File: src/rtl/uart_rx_buffer_pkg.sv
// uart_rx_buffer_pkg: flow-control characters and FSM state type shared by the rx buffer
package uart_rx_buffer_pkg;
  localparam logic [7:0] XON_CHAR = 8'h11;
  localparam logic [7:0] XOFF_CHAR = 8'h13;
  typedef enum logic [1:0] {ON, SEND_XOFF, PAUSED, SEND_XON} FlowCtlState_t;
endpackage

File: src/rtl/uart_flow_ctl.sv
// uart_flow_ctl: XON/XOFF request generator driven by the rx buffer fill level
module uart_flow_ctl
  import uart_rx_buffer_pkg::*;
#(
  parameter int DEPTH = 64,
  parameter int HIGH_WATER = 48,
  parameter int LOW_WATER = 16
) (
  input  logic                     clk,
  input  logic                     rst,
  input  logic [$clog2(DEPTH):0]   level,
  input  logic                     txBusy,
  output logic                     txStart,
  output logic [7:0]               txData,
  output logic                     paused
);
  localparam int LB = $clog2(DEPTH) + 1;
  localparam logic [LB-1:0] HW = LB'(HIGH_WATER);
  localparam logic [LB-1:0] LW = LB'(LOW_WATER);
  FlowCtlState_t state, state_d;
  logic start_d;
  logic [7:0] data_d;
  // state and registered transmit request
  always_ff @(posedge clk) begin
    if (rst) begin
      state <= ON;
      txStart <= 1'b0;
      txData <= 8'h00;
    end else begin
      state <= state_d;
      txStart <= start_d;
      txData <= data_d;
    end
  end
  // a SEND state always completes its byte, regardless of later level changes
  always_comb begin
    state_d = state;
    start_d = 1'b0;
    data_d = txData;
    case (state)
      ON:        state_d = (level >= HW) ? SEND_XOFF : ON;
      SEND_XOFF: if (!txBusy) begin
        start_d = 1'b1;
        data_d = XOFF_CHAR;
        state_d = PAUSED;
      end
      PAUSED:    state_d = (level <= LW) ? SEND_XON : PAUSED;
      SEND_XON:  if (!txBusy) begin
        start_d = 1'b1;
        data_d = XON_CHAR;
        state_d = ON;
      end
      default:   state_d = ON;
    endcase
  end
  assign paused = (state == PAUSED) || (state == SEND_XON);
endmodule

File: src/rtl/uart_rx_buffer.sv
// uart_rx_buffer: show-ahead byte FIFO with sticky overflow; XON/XOFF when UART_RX_BUFFER_FLOWCTL_EN is defined
module uart_rx_buffer
  import uart_rx_buffer_pkg::*;
#(
  parameter int DEPTH = 64,
  parameter int HIGH_WATER = 48,
  parameter int LOW_WATER = 16
) (
  input  logic                     clk,
  input  logic                     rst,
  input  logic                     rxValid,
  input  logic [7:0]               rxData,
  output logic                     outValid,
  output logic [7:0]               outData,
  input  logic                     outReady,
  output logic [$clog2(DEPTH):0]   level,
  output logic                     overflow,
  input  logic                     clearOverflow,
  output logic                     paused,
  output logic                     txStart,
  output logic [7:0]               txData,
  input  logic                     txBusy
);
  localparam int AW = $clog2(DEPTH);
  localparam logic [AW:0] FULL = (AW+1)'(DEPTH);
  logic [7:0] mem [DEPTH];
  logic [AW:0] wr_ptr, rd_ptr;
  logic push, pop, drop;
  assign level = wr_ptr - rd_ptr;
  assign outValid = level != '0;
  assign pop = outValid && outReady;
  assign push = rxValid && (level != FULL || pop);
  assign drop = rxValid && !push;
  assign outData = outValid ? mem[rd_ptr[AW-1:0]] : 8'h00;
  // storage, no reset so it maps to distributed RAM
  always_ff @(posedge clk) begin
    if (push) mem[wr_ptr[AW-1:0]] <= rxData;
  end
  // pointers and sticky overflow; a drop beats a same-cycle clear
  always_ff @(posedge clk) begin
    if (rst) begin
      wr_ptr <= '0;
      rd_ptr <= '0;
      overflow <= 1'b0;
    end else begin
      wr_ptr <= wr_ptr + (AW+1)'(push);
      rd_ptr <= rd_ptr + (AW+1)'(pop);
      overflow <= drop || (overflow && !clearOverflow);
    end
  end
`ifdef UART_RX_BUFFER_FLOWCTL_EN
  uart_flow_ctl #(
    .DEPTH(DEPTH),
    .HIGH_WATER(HIGH_WATER),
    .LOW_WATER(LOW_WATER)
  ) u_flow_ctl (
    .clk(clk),
    .rst(rst),
    .level(level),
    .txBusy(txBusy),
    .txStart(txStart),
    .txData(txData),
    .paused(paused)
  );
`else
  logic unused_tx_busy;
  assign unused_tx_busy = txBusy;
  assign txStart = 1'b0;
  assign txData = 8'h00;
  assign paused = 1'b0;
`endif
endmodule
File: config.mk
export PLATFORM = sky130hd
export DESIGN_NAME = uart_rx_buffer
export DESIGN_NICKNAME = d
export VERILOG_FILES = /design/src/rtl/uart_rx_buffer_pkg.sv /design/src/rtl/uart_flow_ctl.sv /design/src/rtl/uart_rx_buffer.sv
export SDC_FILE = /design/constraint.sdc
export NUM_CORES = 1
export LEC_CHECK = 0
export ABC_CLOCK_PERIOD_IN_PS = 4250
export CORE_ASPECT_RATIO = 1.2
export CORE_MARGIN = 5
export CORE_UTILIZATION = 55
export DETAILED_ROUTE_END_ITERATION = 8
export PLACE_DENSITY = 0.78
export SLEW_MARGIN = 20
export SYNTH_ARGS = -nofsm -noshare
export SYNTH_HDL_FRONTEND = slang
export SYNTH_SLANG_ARGS = --single-unit
File: constraint.sdc
create_clock -name clk -period 4.25 [get_ports clk]
set_input_delay 0.6375 -clock clk [delete_from_list [all_inputs] [get_ports clk]]
set_output_delay 0.6375 -clock clk [all_outputs]
set_load 0.005 [all_outputs]
; ---- Word level (Yosys, flattened, before mapping)
; Memories as Yosys holds them, arrays and structs flattened. A register that Yosys moved wholly into a read port is not among the register bits.
; Cells that the tools add are included.
[word_totals]
register_bits = 15
ram_bits = 512
inputBits = 14
output_inout_bits = 27
wordCells = 21
memories = 1
[op_classes]
add_sub_neg = 3
n_eq_ne = 1
n_mux = 4
reduce_logical = 9
[memory_table]
columns = name, depth, width, read_ports, rd_clocked_by_memory_dff, wr, line_no
row1 = mem, 64, 8, 1, 1, 1, uart_rx_buffer.sv:26  ; logic [7:0] mem [DEPTH];
[ops]
columns = operator, count
row1 = $add 7x1->7, 2
row2 = $mux 8, 1
row3 = $ne 7x7->1 const B, 1
row4 = $reduce_bool 7->1, 1
row5 = $sub 7x7->7, 1
row6 = $mux 6, 1
row7 = $logic_and 1x1->1, 4
row8 = $logic_not 1->1, 2
row9 = $logic_or 1x1->1, 2
row10 = $mux 1, 2

; ---- Longest topological paths before layout
[logic_depth]
word_depth = 8
depth_mapped = 16
ltp_nobuf = 15

; ---- Least setup slack after synthesis
; No wires, ideal clock.
[synth_timing]
kind = flip-flop to flip-flop
startpoint = reg rd_ptr[2]
endpoint = reg rd_ptr[4]
setup_ns = 0.128
arrival_ns = 3.531
required_ns = 4.122
path_slack_ns = 0.592
path_stages_with_launch = 16
path_buffers = 2
synth_period_minus_slack_ns = 3.658
cell_sequence = dfxtp_1 > clkbuf_1 > inv_1 > buf_1 > ha_1 > o21ai_0 > a2111o_1 > o211ai_1 > or4b_4 > nor2_1 > nor2b_1 > ha_1 > ha_1 > nand2_1 > xnor2_1 > nor2_1
[synth_between]
elab_chain_cells = 4
[synth_lines]
columns = element, line_no
row1 = "start, declared", uart_rx_buffer.sv:27  ; logic [AW:0] wr_ptr, rd_ptr;
row2 = "start signal, assigned", uart_rx_buffer.sv:47  ; rd_ptr <= rd_ptr + (AW+1)'(pop);
row3 = $sub 7x7->7, uart_rx_buffer.sv:29  ; assign level = wr_ptr - rd_ptr;
row4 = named net level[5], uart_rx_buffer.sv:16  ; output logic [$clog2(DEPTH):0] level,
row5 = $reduce_bool 7->1, uart_rx_buffer.sv:30  ; assign outValid = level != '0;
row6 = $logic_and 1x1->1, uart_rx_buffer.sv:31  ; assign pop = outValid && outReady;
row7 = $add 7x1->7, uart_rx_buffer.sv:47
; The timed path passes the listed nets, and every way through them passes these cells.
; A chain may end at the register's enable or synchronous reset.

; ---- Worst setup path in the final report
[layout_timing]
startpoint = reg wr_ptr[0]
endpoint = out outData[4]
[layout_between]
elab_chain_cells = 3
[layout_lines]
columns = element, line_no
row1 = "start, declared", uart_rx_buffer.sv:27
row2 = "start signal, assigned", uart_rx_buffer.sv:46  ; wr_ptr <= wr_ptr + (AW+1)'(push);
row3 = $sub 7x7->7, uart_rx_buffer.sv:29
row4 = $reduce_bool 7->1, uart_rx_buffer.sv:30
row5 = $mux 8, uart_rx_buffer.sv:34  ; assign outData = outValid ? mem[rd_ptr[AW-1:0]] : 8'h00;
row6 = "end, declared", uart_rx_buffer.sv:14  ; output logic [7:0] outData,
; No other way between the ends.

==> reports/metrics.csv <==
stage,metric,value,unit
sta,post-route setup slack,98.2,ps
die,Horiz. Die Dim,188,µm
logic_synthesis,xor and xnor area share after synthesis,0.00547,
pwr,Leakage,7.55,nW
logic_synthesis,simple-gate share of the synthesized area,0.0426,
place,placement-stage worst setup slack,433,ps
sta,Clock Skews,24.1,ps
pwr,Peak supply drop,0.293,mV
logic_synthesis,complex-gate fraction of the synthesized area,0.0332,
final_layout,Final Cell Area,23800,µm²
place,IO Port Bufs,29,
final_layout,"Area growth, synth to finish",14.3,%
global_routing,initial antenna violation count,0,
clocking,CTS tree,done,
clocking,hold buffers post-CTS,0,
place,Post-DP HPWL,27.1,mm
setup_path,"reg-to-reg slack, setup",600,ps
sta,final hold viol count,0,
final_layout,final cell count without fillers,1681,
setup_path,Critical Path AT,3510,ps
pwr,areal power density over the cells,507,nW/µm²
final_layout,most frequent cells in the layout,"edfxtp_1 (512), mux4_2 (116), buf_4 (86), nor3_1 (68), clkbuf_16 (49)",
logic_synthesis,#FFs+latches synth,527,
drt,routed vias/inst,6.41,
logic_synthesis,Ys Warns,0,
clocking,Clock Latency Late Sink,560,ps
place,placed cell count,1592,
final_layout,fin util,0.633,
final_layout,share of cells above drive strength 1,0.262,
logic_synthesis,mux cell area share after synthesis,0.141,
drt,# DRC,0,
flow_run,max_cap viols,0,
drt,Pre-antenna DRT Iters,7,
sta,Max Freq,241,MHz
clocking,H-Tree Depth,2,
sta,Tcrit/Tclk final,0.977,
sta,Final Max Tran Viols,0,
global_routing,largest net degree at the start of global routing,79,
logic_synthesis,Synth Area in Adders,0.00697,
clocking,clk sinks,527,
setup_path,crit path capture type,output pin,
die,Die H,223,µm
logic_synthesis,mapped cell area,20800,µm²
setup_path,Setup CP Type,reg -> out,
global_routing,first-pass GRT wire length,69.0,mm
global_routing,gr ovfl total,0,
sta,Worst slew margin,0.468,
logic_synthesis,Post-synth EDFFs,512,
die,die area,41900,µm²
global_routing,vias in the first global route,11038,
setup_path,Critical Path RT,3610,ps
drt,final wirelength,46.0,mm
logic_synthesis,syn avg cell area,19.7,µm²
drt,Avg WL per Cell,27.4,µm
die,Rows,78,
logic_synthesis,Mapped Cells,1056,
logic_synthesis,"Top FF cell, synth",edfxtp_1,
final_layout,"commonest non-fill, non-tap cell in the layout",edfxtp_1,
final_layout,ANT cells,0,
setup_path,Critical Path Start Type,flop,
setup_path,"critical path fanouts, max",7,
logic_synthesis,largest family of logic cells by synthesized area,multiplexers,
sta,worst-margin pin slew,794,ps
logic_synthesis,synth unique cells,45,
clocking,Max Root-Sink Buffers,3,
die,core area,37600,µm²
logic_synthesis,"Seq/Total Area, Yosys",0.753,
global_routing,Total GRT Usage,0.219,
min_path,HP Class,reg -> reg,
pwr,Design Power,12.1,mW
drt,post-route ant nets,0,
sta,setup violators final,0,
sta,"Min Clock Period, post-route",4150,ps
place,"Cell Area, Placed",22100,µm²
die,Initial Utilization,0.554,
run_status,status,"complete, no violations",
final_layout,Layout Nets,1191,
die,# IOs,41,
place,Placer Congestion,0.920,
clocking,Num CTS Buffers,46,
clocking,CTS Root Cell,clkbuf_16,
clocking,clock-pin slew on the worst setup and hold paths,60,ps
logic_synthesis,Synth async-reset ratio,0,
drt,DR iter-0 viols,1237,
drt,Via Count,10768,
## sequential cells by signal, summed over array words and instances (netlist names)
signal	flops
mem	512
rd_ptr	7
wr_ptr	7
overflow	1
## layout make-up
cell class	count	area (µm²)
clock inverter	25	211
tap	480	601
clock buffer	58	1290
multi-input combinational	461	4940
fill	2391	13800
inverter	12	45.0
timing repair buffer	118	1020
sequential	527	15700
## per-layer routing
metal  global-route usage  wire (µm)  part of all wire  vias to the layer above
li1                     -          -                 -                     4570
met2                0.383      24300              0.53                      531
met3               0.0354       3260             0.071                      109
met1                0.271      16200              0.35                     5558
met5                    0          0                 0                        -
met4                0.102       2300             0.050                        0
## cells in the mapped netlist (2+ instances only)
library cell / instances / area share
a211oi_1: 13 / 0.0047
a21oi_1: 12 / 0.0029
a221oi_1: 8 / 0.0034
a22o_1: 9 / 0.0038
a22oi_1: 14 / 0.0050
and2_1: 2 / 0.00060
buf_1: 7 / 0.0013
buf_2: 20 / 0.0048
buf_4: 11 / 0.0040
clkbuf_1: 27 / 0.0049
dfxtp_1: 15 / 0.014
edfxtp_1: 512 / 0.74
ha_1: 10 / 0.0060
inv_1: 12 / 0.0022
mux2i_1: 33 / 0.016
mux4_2: 116 / 0.13
nand2_1: 20 / 0.0036
nand2b_1: 4 / 0.0012
nand3_1: 7 / 0.0017
nand3b_1: 3 / 0.0011
nand4_1: 6 / 0.0018
nor2_1: 36 / 0.0065
nor2b_1: 6 / 0.0018
nor3_1: 80 / 0.019
nor3_2: 2 / 0.00096
o21ai_0: 12 / 0.0029
o22ai_1: 27 / 0.0081
or3_1: 4 / 0.0012
xnor2_1: 8 / 0.0034
xor2_1: 5 / 0.0021
## path summary, 6_finish.rpt
| path | from | depth (start not counted) | to |
|---|---|---|---|
| worst max-delay path | wr_ptr[0] | 12 | outData[4] |
| worst min-delay path | overflow | 2 | overflow |
| worst max register to register | wr_ptr[0] | 14 | wr_ptr[3] |
| worst min register to register | overflow | 2 | overflow |
## critical path: stages (launching register included)
cell	delay [ps]
dfxtp_4	380
inv_1	70
ha_1	220
fa_2	350
nand2b_4	170
a21oi_2	150
xnor2_1	100
or4b_4	550
nor2_4	180
buf_12	130
buf_8	130
nor3_1	60
clkdlybuf4s50_1	460
## timing repair
action / 4_1_cts / 5_1_grt
cloned: 1 / 0
gates resized for setup: 10 / 18
setup endpoints to repair: 9 / 9
setup buffers: 3 / 2
pin swaps: 0 / 2
## per-stage QoR
stage / hold WS [ps] / setup TNS (ps)
final: 474 / 0
after global routing: 534 / -14.9
after CTS: 475 / 0
after detailed placement: 466 / 0
after global placement: 459 / 0
after floorplan: 461 / 0
## kinds of logic (layout without fill, tap and decap cells)
kind of cell	after synthesis	count (layout)
simple gates	177	177
buf+inv	77	213
xor+xnor	13	13
other cells	1	10
compound gates	101	101
mux	149	149
fa+ha+maj	11	11
flops	527	527
## power by group
group,switching [mW],internal (mW),total (mW)
logic,1.11,1.06,2.17
clock network,1.79,2.34,4.13
registers,0.0347,5.73,5.76
Note: power is estimated with default switching activity, not from simulation.
